==> config.mk <==
export PLATFORM = sky130hd
export DESIGN_NAME = inequality_monitor_flat
export DESIGN_NICKNAME = d
export VERILOG_FILES = /design/src/rtl/inequality_monitor_if.sv /design/src/rtl/inequality_monitor.sv /design/src/flat_wrapper.sv
export SDC_FILE = /design/constraint.sdc
export NUM_CORES = 1
export LEC_CHECK = 0
export CORE_MARGIN = 4
export CORE_UTILIZATION = 44
export DETAILED_ROUTE_END_ITERATION = 6
export HOLD_SLACK_MARGIN = 0.05
export PLACE_DENSITY = 0.75
export SLEW_MARGIN = 20
export SYNTH_ARGS = -nofsm -noshare
export SYNTH_HDL_FRONTEND = slang
export SYNTH_SLANG_ARGS = --single-unit
==> constraint.sdc <==
create_clock -name clk -period 1.66 [get_ports clk]
set_input_delay 0.415 -clock clk [delete_from_list [all_inputs] [get_ports clk]]
set_output_delay 0.415 -clock clk [all_outputs]
set_load 0.05 [all_outputs]
==> src/rtl/inequality_monitor_if.sv <==
// Handshake bundle for the inequality monitor stage.
// Upstream pair offer plus downstream registered result.
interface inequality_monitor_if #(
    parameter int WIDTH = 5
);
    logic             in_valid;
    logic             in_ready;
    logic [WIDTH-1:0] a;
    logic [WIDTH-1:0] b;
    logic             out_valid;
    logic             out_ready;
    logic [WIDTH-1:0] out_diff;
    logic             out_not_equal;

    modport master (
        output in_valid, a, b, out_ready,
        input  in_ready, out_valid, out_diff, out_not_equal
    );

    modport slave (
        input  in_valid, a, b, out_ready,
        output in_ready, out_valid, out_diff, out_not_equal
    );
endinterface

==> src/rtl/inequality_monitor.sv <==
// Buffered bitwise inequality stage with valid/ready flow control,
// saturating pair/mismatch counters and a sticky mismatch-run alarm.
module inequality_monitor #(
    parameter int WIDTH     = 5,
    parameter int CNT_W     = 8,
    parameter int ALARM_RUN = 3
) (
    input  logic                 clk,
    input  logic                 reset,
    input  logic                 clear,
    inequality_monitor_if.slave  bus,
    output logic [CNT_W-1:0]     pair_count,
    output logic [CNT_W-1:0]     mismatch_count,
    output logic                 alarm
);
    typedef enum logic {EMPTY = 1'b0, FULL = 1'b1} state_t;

    localparam logic [CNT_W-1:0] CNT_MAX = '1;
    localparam logic [CNT_W-1:0] RUN_MAX = CNT_W'(ALARM_RUN);
    localparam logic [CNT_W-1:0] ONE     = CNT_W'(1);

    state_t           state;
    state_t           state_nxt;
    logic             accept;
    logic [WIDTH-1:0] diff;
    logic             ne;
    logic [CNT_W-1:0] run;

    assign diff   = bus.a ^ bus.b;
    assign ne     = |diff;
    assign accept = bus.in_valid & bus.in_ready;

    // Stage state register.
    always_ff @(posedge clk or posedge reset) begin
        if (reset) state <= EMPTY;
        else       state <= state_nxt;
    end

    // Next state: clear wins, an accept refills, a lone consume drains.
    always_comb begin
        state_nxt = state;
        if (clear)
            state_nxt = EMPTY;
        else if (accept)
            state_nxt = FULL;
        else if (state == FULL && bus.out_ready)
            state_nxt = EMPTY;
    end

    // Handshake outputs derived from state.
    always_comb begin
        bus.out_valid = (state == FULL);
        bus.in_ready  = ~clear & ((state == EMPTY) | bus.out_ready);
    end

    // Result register, loaded only on accept and held otherwise.
    always_ff @(posedge clk or posedge reset) begin
        if (reset) begin
            bus.out_diff      <= '0;
            bus.out_not_equal <= 1'b0;
        end else if (accept) begin
            bus.out_diff      <= diff;
            bus.out_not_equal <= ne;
        end
    end

    // Saturating counters of accepted and differing pairs.
    always_ff @(posedge clk or posedge reset) begin
        if (reset) begin
            pair_count     <= '0;
            mismatch_count <= '0;
        end else if (clear) begin
            pair_count     <= '0;
            mismatch_count <= '0;
        end else if (accept) begin
            if (pair_count != CNT_MAX)
                pair_count <= pair_count + ONE;
            if (ne && mismatch_count != CNT_MAX)
                mismatch_count <= mismatch_count + ONE;
        end
    end

    // Mismatch run tracker and sticky alarm.
    always_ff @(posedge clk or posedge reset) begin
        if (reset) begin
            run   <= '0;
            alarm <= 1'b0;
        end else if (clear) begin
            run   <= '0;
            alarm <= 1'b0;
        end else if (accept) begin
            if (!ne) begin
                run <= '0;
            end else begin
                if (run < RUN_MAX)
                    run <= run + ONE;
                if (run >= RUN_MAX - ONE)
                    alarm <= 1'b1;
            end
        end
    end
endmodule

==> src/flat_wrapper.sv <==
// flat-port wrapper written by rule: the top's interface ports become plain ports
module inequality_monitor_flat 
#(
    parameter int WIDTH     = 5,
    parameter int CNT_W     = 8,
    parameter int ALARM_RUN = 3
)
  (clk, reset, clear, pair_count, mismatch_count, alarm, bus_in_valid, bus_a, bus_b, bus_out_ready, bus_in_ready, bus_out_valid, bus_out_diff, bus_out_not_equal);
  inequality_monitor_if #(.WIDTH(WIDTH)) bus_i ();
  input  logic clk;
  input  logic reset;
  input  logic clear;
  output logic [CNT_W-1:0] pair_count;
  output logic [CNT_W-1:0] mismatch_count;
  output logic alarm;
  input wire logic [$bits(bus_i.in_valid)-1:0] bus_in_valid;
  input wire logic [$bits(bus_i.a)-1:0] bus_a;
  input wire logic [$bits(bus_i.b)-1:0] bus_b;
  input wire logic [$bits(bus_i.out_ready)-1:0] bus_out_ready;
  output wire logic [$bits(bus_i.in_ready)-1:0] bus_in_ready;
  output wire logic [$bits(bus_i.out_valid)-1:0] bus_out_valid;
  output wire logic [$bits(bus_i.out_diff)-1:0] bus_out_diff;
  output wire logic [$bits(bus_i.out_not_equal)-1:0] bus_out_not_equal;
  assign bus_i.in_valid = bus_in_valid;
  assign bus_i.a = bus_a;
  assign bus_i.b = bus_b;
  assign bus_i.out_ready = bus_out_ready;
  assign bus_in_ready = bus_i.in_ready;
  assign bus_out_valid = bus_i.out_valid;
  assign bus_out_diff = bus_i.out_diff;
  assign bus_out_not_equal = bus_i.out_not_equal;
  inequality_monitor #(.WIDTH(WIDTH), .CNT_W(CNT_W), .ALARM_RUN(ALARM_RUN)) u_core (.clk(clk), .reset(reset), .clear(clear), .bus(bus_i), .pair_count(pair_count), .mismatch_count(mismatch_count), .alarm(alarm));
endmodule
### After elaboration in Yosys (flattened, before gate mapping)

Index checks and enable logic that the tools add are counted.

* logic and storage cells: 51
* input bits: 15
* register bits after elaboration: 32

* equality and inequality tests: 3
* order comparisons: 2
* bitwise gates (word level): 6
* mux-type cells: 17
* $add $sub $neg: 3
* reduce and logical (&&, ||, !) cells: 13

Operator list (number)
* two-way mux 8 bit: 10
* adder 8 x 1 -> 8 bit (second input constant): 3
* inequality test 8 bit (second input constant): 2
* nonzero test 2 bit: 5
* greater-or-equal comparator 8 x 2 -> 1 bit (second input constant): 1
* less-than comparator 8 x 2 -> 1 bit (second input constant): 1
* two-way mux 1 bit: 7
* AND reduction 2 bit: 3
* OR reduction 5 bit: 1
* XOR 5 bit: 1
* inequality test 3 bit (second input constant): 1
* AND reduction 3 bit: 1
* nonzero test 3 bit: 1
* bitwise AND 1 bit: 2
* logical AND 1 bit: 2
* inverter 1 bit: 2
* OR 1 bit: 1

### Depth between registers and ports, before layout

Gate-level depths: netlist of run 1.

* word-level depth: 6
* gate-level depth with buffers: 7
* gate-level depth less buffers: 6

### Worst setup path after synthesis of run 1

No wires, ideal clock.

* path type: register -> register
* start point: reg u_core.mismatch_count[0]
* end point: reg u_core.mismatch_count[7]
* buffers on the path: 0
* period minus slack after synthesis: 1.964 ns
* arrival: 1.886 ns
* setup time: 0.078 ns
* cell stages (with the launch flop): 7
* slack: -0.304 ns
* cells stage by stage: dfrtp_1 -> ha_1 -> nand2_1 -> or3_1 -> o211ai_2 -> or4_1 -> a21oi_1

* cells in the longest elaborated chain, start to end: 4

Ends and longest elaborated chain
* from (decl): RTL line inequality_monitor.sv:13 `output logic [CNT_W-1:0] mismatch_count,`
* from (signal assigned): RTL line inequality_monitor.sv:79 `mismatch_count <= mismatch_count + ONE;`
* adder 8 x 1 -> 8 bit or inequality test 8 bit (tied branches): RTL line inequality_monitor.sv:79, inequality_monitor.sv:78
* two-way mux 8 bit or logical AND 1 bit (tied branches): RTL line inequality_monitor.sv:78 `if (ne && mismatch_count != CNT_MAX)`
* two-way mux 8 bit or nonzero test 2 bit (tied branches)
* two-way mux 8 bit or AND reduction 2 bit (tied branches)

Parallel ways exist; a longest one is shown, timed or not. The select of a mux whose other input is x is not followed.
A chain may end at the register's enable or synchronous reset.

### Worst setup path in the final report of run 1

* start point: reg u_core.run[3]
* end point: reg u_core.run[1]

* cells in the longest elaborated chain, start to end: 3

Ends and longest elaborated chain
* from (decl): RTL line inequality_monitor.sv:27 `logic [CNT_W-1:0] run;`
* from (signal assigned): RTL line inequality_monitor.sv:96 `run <= run + ONE;`
* less-than comparator 8 x 2 -> 1 bit: RTL line inequality_monitor.sv:95 `if (run < RUN_MAX)`
* inequality test 3 bit (no line)
* AND reduction 2 bit (no line)

No other way between the ends.

==> impl_metrics.toml, run 1 <==
[run_status]
status = "finished with violations"
violations = "setup timing"

[detailed_routing]
drt_wl_total_um = 5671
ant_nets = 0
drt-initial-drc-count = 287
via_count = 1686
drc_errors = 0
post_drt_via_cell_ratio = 5.834
dr.pass1.iters = 5
post_drt_wl_per_cell_um = 19.62

[sta]
worst_slack_ns = -0.1576
slew_violations = 0
slew_headroom = 0.7227
fin_skew_ns = 0.009110
worst_pin_slew_ns = 0.4159
finalSetupViolations = 5
min_period_over_period = 1.095
fmax_mhz = 550.2
rsz0062_at_grt = "yes"
hold_viol = 0
period_needed_ns = 1.818

[setup_path]
crit_path_end_kind = "register"
r2r-end = "u_core.run[1]$_DFFE_PP0P_"
rr_startpoint = "u_core.run[3]$_DFFE_PP0P_"
cp-endpoint = "u_core.run[1]$_DFFE_PP0P_"
slowest_delay_ns = 0.54
path_max_fanout = 3
worst_path_max_delay_cell = "or4_4"
setup.worst_path.start = "u_core.run[3]$_DFFE_PP0P_"
crit_chain = "or4_4 -> nor3_4 -> nand2b_2 -> or4_1 -> a31oi_1"
reg2reg_slack_ns = -0.16
worstRegToRegCells = 5
critPathRequiredTime_ns = 1.85
crit_type = "register to register"
cp.arrival_ns = 2.01
cp-start-kind = "register"

[grt]
grt_pass1_wl_um = 7831
grt_max_degree = 33
grt_util_met1 = 0.2495
met2_usage = 0.4172
overflow = 0
busiest_layer = "met2"
met3_usage = 0.04538
grt_usage = 0.2282
antenna_found_initial = 0
grt_pass1_vias = 1658

[synthesis]
ys_ff_latch = 32
syn_avg_cell_area_um2 = 9.819
postSynthCellCount = 164
synthArstFlopShare = 1.000
synth-edff-count = 0
ys_seq_area_frac = 0.4973
synth_cell_types = 42
netlist_area_um2 = 1610
synth_nets = 183
yosysWarnings = 0
synth_ff_type = "dfrtp_1"

[die]
initial_core_util = 0.4678
die-area_um2 = 4692
die_h_um = 68.50
core_area_um2 = 3442
dieWidth_um = 68.50
fp-row-count = 21
io_pins = 40

[power_and_ir_drop]
p_per_area_nw_per_um2 = 719.5
leakage_nw = 1.243
ir_worst_vdd_v = 0.0006736
power_w = 0.002028

[cts]
cts-root-buf = "clkbuf_8"
clk_pin_slew_worst_paths_ns = 0.06
postCtsHoldBufs = 0
ctsLongestPathBuffers = 2
clock_sinks = 32
htree_levels = 2
cts_buffers = 5
clkLatencyLatePin_ns = 0.29
tritoncts = "built"

[placement]
io_buffers = 39
dp.cells = 269
hpwl_um = 3315
place_congestion = 0.8898

[flow_run]
drv_cap = 0

[finish]
final_net_count = 261
area_growth_pct = 75.06
final_layout_size_suffix_gt1_frac = 0.5021
layout.cells.non_filler = 289
multi_input_area_um2 = 953.4
final_common_cell = "buf_4"
final_cell_mix = "35 x buf_4, 25 x buf_12, 20 x dfrtp_1, 13 x nor2_1, 12 x dfrtp_2"
final_util = 0.8190
diodes = 0
num-fill-cells = 167
final-seq-area_um2 = 815.8

[min_path]
hp-class = "input pin to register"
[report_power, final]
group	internal, W	total [W]	switching (W)
sequential	0.000817	0.000868	0.0000504
clock	0.000338	0.000620	0.000282
combinational	0.000253	0.000541	0.000287
total	0.00141	0.00203	0.000620
[sequential cells by signal, summed over array words and instances (netlist names)]
register and flops:
u_core.pair_count 8, u_core.mismatch_count 8, u_core.bus.out_not_equal 1, u_core.bus.out_valid 1, u_core.bus.out_diff 5, u_core.run 8
u_core.alarm 1
[metal layers]
| metal | vias to the layer above | part of all wire |
|---|---|---|
| met3 | 29 | 0.071 |
| met1 | 806 | 0.34 |
| met5 | - | 0 |
| met4 | 0 | 0.040 |
| li1 | 736 | - |
| met2 | 115 | 0.54 |
[worst max-delay path, delay by kind of cell, from the launching register on]
kind               cells  cell delay [ns]
and+or+nand+nor        4             1.19
AOI/OAI and AO/OA      1             0.17
DFF                    1             0.38
[logic make-up after synthesis]
family                   Yosys count  synth area share
flip-flops                        32            0.4973
AO/OA/AOI/OAI                     29            0.1127
multiplexers                       1          0.006216
buffers and inverters             11           0.02641
XOR/XNOR                          12           0.06527
AND/OR/NAND/NOR                   75            0.2611
adder cells (fa/ha/maj)            4           0.03108
[cell usage after synthesis (all sizes together), types with 3 or more instances]
cell / instances / area share
nor3: 7 / 0.029
clkbuf: 3 / 0.0070
ha: 4 / 0.031
nand2: 12 / 0.028
dfrtp: 32 / 0.50
o21ai: 8 / 0.025
a31oi: 3 / 0.012
xor2: 3 / 0.016
nor2: 17 / 0.041
nand3: 9 / 0.028
and2: 4 / 0.016
nand4: 4 / 0.016
xnor2: 9 / 0.049
or3: 4 / 0.016
nor3b: 3 / 0.014
nand2b: 4 / 0.022
a21oi: 9 / 0.028
or4: 5 / 0.026
inv: 6 / 0.014
[worst min-delay path by stage]
stage / start / end / slack (ns) / cells after the start
after global placement: u_core.run[4]$_DFFE_PP0P_ / u_core.run[4]$_DFFE_PP0P_ / 0.47 / 1
after floorplan: u_core.run[4]$_DFFE_PP0P_ / u_core.run[4]$_DFFE_PP0P_ / 0.46 / 1
after global routing: bus_b[0] / u_core.bus.out_diff[0]$_DFFE_PP0P_ / 0.48 / 3
final: bus_b[0] / u_core.bus.out_diff[0]$_DFFE_PP0P_ / 0.47 / 3
after detailed placement: u_core.run[5]$_DFFE_PP0P_ / u_core.run[5]$_DFFE_PP0P_ / 0.49 / 1
after CTS: u_core.run[5]$_DFFE_PP0P_ / u_core.run[5]$_DFFE_PP0P_ / 0.50 / 1
[area by class of cell]
type,instances,share of cell area
clock buffer,8,0.03196
tap,46,0.02042
timing repair buffer,76,0.3120
sequential,32,0.2894
multi-input combinational,121,0.3382
inverter,6,0.007989
[per-stage QoR]
stage	area, um2	hold slack, ns	TNS [ns]	worst slack, ns
CTS	2754	0.5036	-0.2769	-0.1305
global placement	2540	0.4713	-7.975	-0.3790
floorplan	1674	0.4555	-0.2496	-0.07794
detailed placement	2540	0.4890	-10.62	-0.5024
finish	2819	0.4672	-0.4618	-0.1576
global route	2819	0.4845	-0.9397	-0.2450
[repair_timing]
| action | CTS | global route |
|---|---|---|
| buffers inserted | 8 | 4 |
| hold endpoints to repair | 0 | 0 |
| pin swaps | 13 | 16 |
| resized for setup | 31 | 28 |
| setup endpoints to repair | 23 | 18 |
Note: power is estimated with default switching activity, not from simulation.
==> inputs of run 2 (changes only) <==
--- a/config.mk
+++ b/config.mk
@@ -8,6 +8,7 @@
 export CORE_MARGIN = 4
 export CORE_UTILIZATION = 44
 export DETAILED_ROUTE_END_ITERATION = 6
+export GPL_TIMING_DRIVEN = 0
 export HOLD_SLACK_MARGIN = 0.05
 export PLACE_DENSITY = 0.75
 export SLEW_MARGIN = 20
==> impl_metrics.toml, run 2 (synthesized netlist as in run 1, its figures left out) <==
[setup_path]
cp.arrival_ns = 2.06
crit_path_end_kind = "register"
rr_startpoint = "u_core.run[3]$_DFFE_PP0P_"
r2r-end = "u_core.run[0]$_DFFE_PP0P_"
worstRegToRegCells = 5
cp-start-kind = "register"
crit_type = "register to register"
path_max_fanout = 3
reg2reg_slack_ns = -0.21
critPathRequiredTime_ns = 1.85

[detailed_routing]
wl_met1_um = 1688
drt_wl_total_um = 4205
drt-initial-drc-count = 87
via_count = 1477
wl_met3_um = 177
top_layer = "met4"
ant_nets = 0
post_drt_wl_per_cell_um = 15.52
drc_errors = 0
post_drt_via_cell_ratio = 5.450
dr_wl_met2_um = 2286
dr.pass1.iters = 4

[die]
initial_core_util = 0.4678
die-area_um2 = 4692
fp-row-count = 21
io_pins = 40
core_area_um2 = 3442
die_h_um = 68.50
dieWidth_um = 68.50

[cts]
ctsLongestPathBuffers = 2
clkLatencyLatePin_ns = 0.28
htree_levels = 2
clk_pin_slew_worst_paths_ns = 0.07
cts-root-buf = "clkbuf_8"
tritoncts = "built"
clock_sinks = 32
cts_buffers = 5

[min_path]
holdCritStartpoint = "u_core.bus.out_not_equal$_DFFE_PP0P_"
whs_path_depth = 1
min_to = "u_core.bus.out_not_equal$_DFFE_PP0P_"
hp-class = "register to register"

[power_and_ir_drop]
ir_worst_vdd_v = 0.0006014
leakage_nw = 1.075
p_per_area_nw_per_um2 = 841.9

[sta]
slew_violations = 0
worst_slack_ns = -0.2096
fmax_mhz = 534.9
period_needed_ns = 1.870
worst_pin_slew_ns = 0.6671
fin_skew_ns = 0.006960
hold_viol = 0
rsz0062_at_grt = "yes"
slew_headroom = 0.5546
min_period_over_period = 1.126
finalSetupTns_ns = -0.6461
finalSetupViolations = 6

[placement]
placed_area_um2 = 2112
io_buffers = 38
dp.cells = 248
hpwl_um = 2775
dp_slack_ns = -0.6864
place_congestion = 0.8747

[finish]
final_util = 0.7096
final_cell_area_um2 = 2442
area_growth_pct = 51.67
diodes = 0
reg_top3 = "u_core.mismatch_count (8), u_core.pair_count (8), u_core.run (8)"
final_layout_size_suffix_gt1_frac = 0.3333
layout.cells.non_filler = 271
num-fill-cells = 250
final_net_count = 243
final_cell_mix = "20 x dlygate4sd2_1, 20 x dfrtp_1, 15 x buf_4, 13 x nor2_1, 12 x dfrtp_2"

[grt]
grt_max_degree = 33
grt_pass1_vias = 1441
overflow = 0
grt_usage = 0.1849
antenna_found_initial = 0
grt_pass1_wl_um = 6568

[run_status]
violations = "setup timing"
status = "finished with violations"

[flow_run]
drv_cap = 0
## run 2: power breakdown
| part | switching, W | internal, W | total (W) |
|---|---|---|---|
| Combinational | 0.000261 | 0.000130 | 0.000391 |
| Clock | 0.000289 | 0.000529 | 0.000818 |
| Sequential | 0.0000303 | 0.000817 | 0.000847 |
## run 2: layout make-up
type / count / area, um2 / share of cell area
Buffer: 4 / 18.77 / 0.007684
Clock buffer: 7 / 96.34 / 0.03945
Clock inverter: 1 / 30.03 / 0.01230
Inverter: 6 / 22.52 / 0.009221
Multi-Input combinational cell: 121 / 939.7 / 0.3847
Sequential cell: 32 / 815.8 / 0.3340
Tap cell: 46 / 57.56 / 0.02357
Timing Repair Buffer: 54 / 461.7 / 0.1890
## run 2: worst max-delay path, cell delays in order (launching register included)
cell,delay [ns]
dfrtp_1,0.38
or4_4,0.54
nor3_4,0.19
nand2b_4,0.08
or4_4,0.42
a31oi_1,0.19
## run 2: how the worst max path moves through the flow
stage | start | endpoint | slack, ns | cells after the start
detailed placement | bus_out_ready | bus_in_ready | -0.69 | 4
global route | u_core.run[3]$_DFFE_PP0P_ | u_core.run[0]$_DFFE_PP0P_ | -0.28 | 5
floorplan | u_core.run[3]$_DFFE_PP0P_ | u_core.run[0]$_DFFE_PP0P_ | -0.08 | 5
finish | u_core.run[3]$_DFFE_PP0P_ | u_core.run[0]$_DFFE_PP0P_ | -0.21 | 5
global placement | bus_out_ready | bus_in_ready | -0.65 | 4
CTS | bus_out_ready | u_core.mismatch_count[7]$_DFFE_PP0P_ | -0.27 | 6
## run 2: layer usage
metal / track usage / vias up
li1: - / 699
met1: 0.2197 / 735
met2: 0.3290 / 35
met3: 0.04214 / 8
met4: 0.05707 / 0
met5: 0 / -
## run 2: metrics by stage
step,hold WS (ns),power [W]
after floorplan,0.4555,0.001090
after global placement,0.4645,0.001223
after detailed placement,0.4707,0.001234
after CTS,0.4830,0.002043
after global routing,0.5102,0.002133
final,0.4770,0.002056
## run 2: what timing repair did
| item | in CTS | in global routing |
|---|---|---|
| endpoints found under the hold margin | 0 | 0 |
| hold buffers | 0 | 0 |
| cloned | 0 | 0 |
| pin swaps | 10 | 5 |
| buffers inserted | 5 | 11 |
| endpoints found under the setup margin | 53 | 43 |
| gates resized for setup | 61 | 32 |
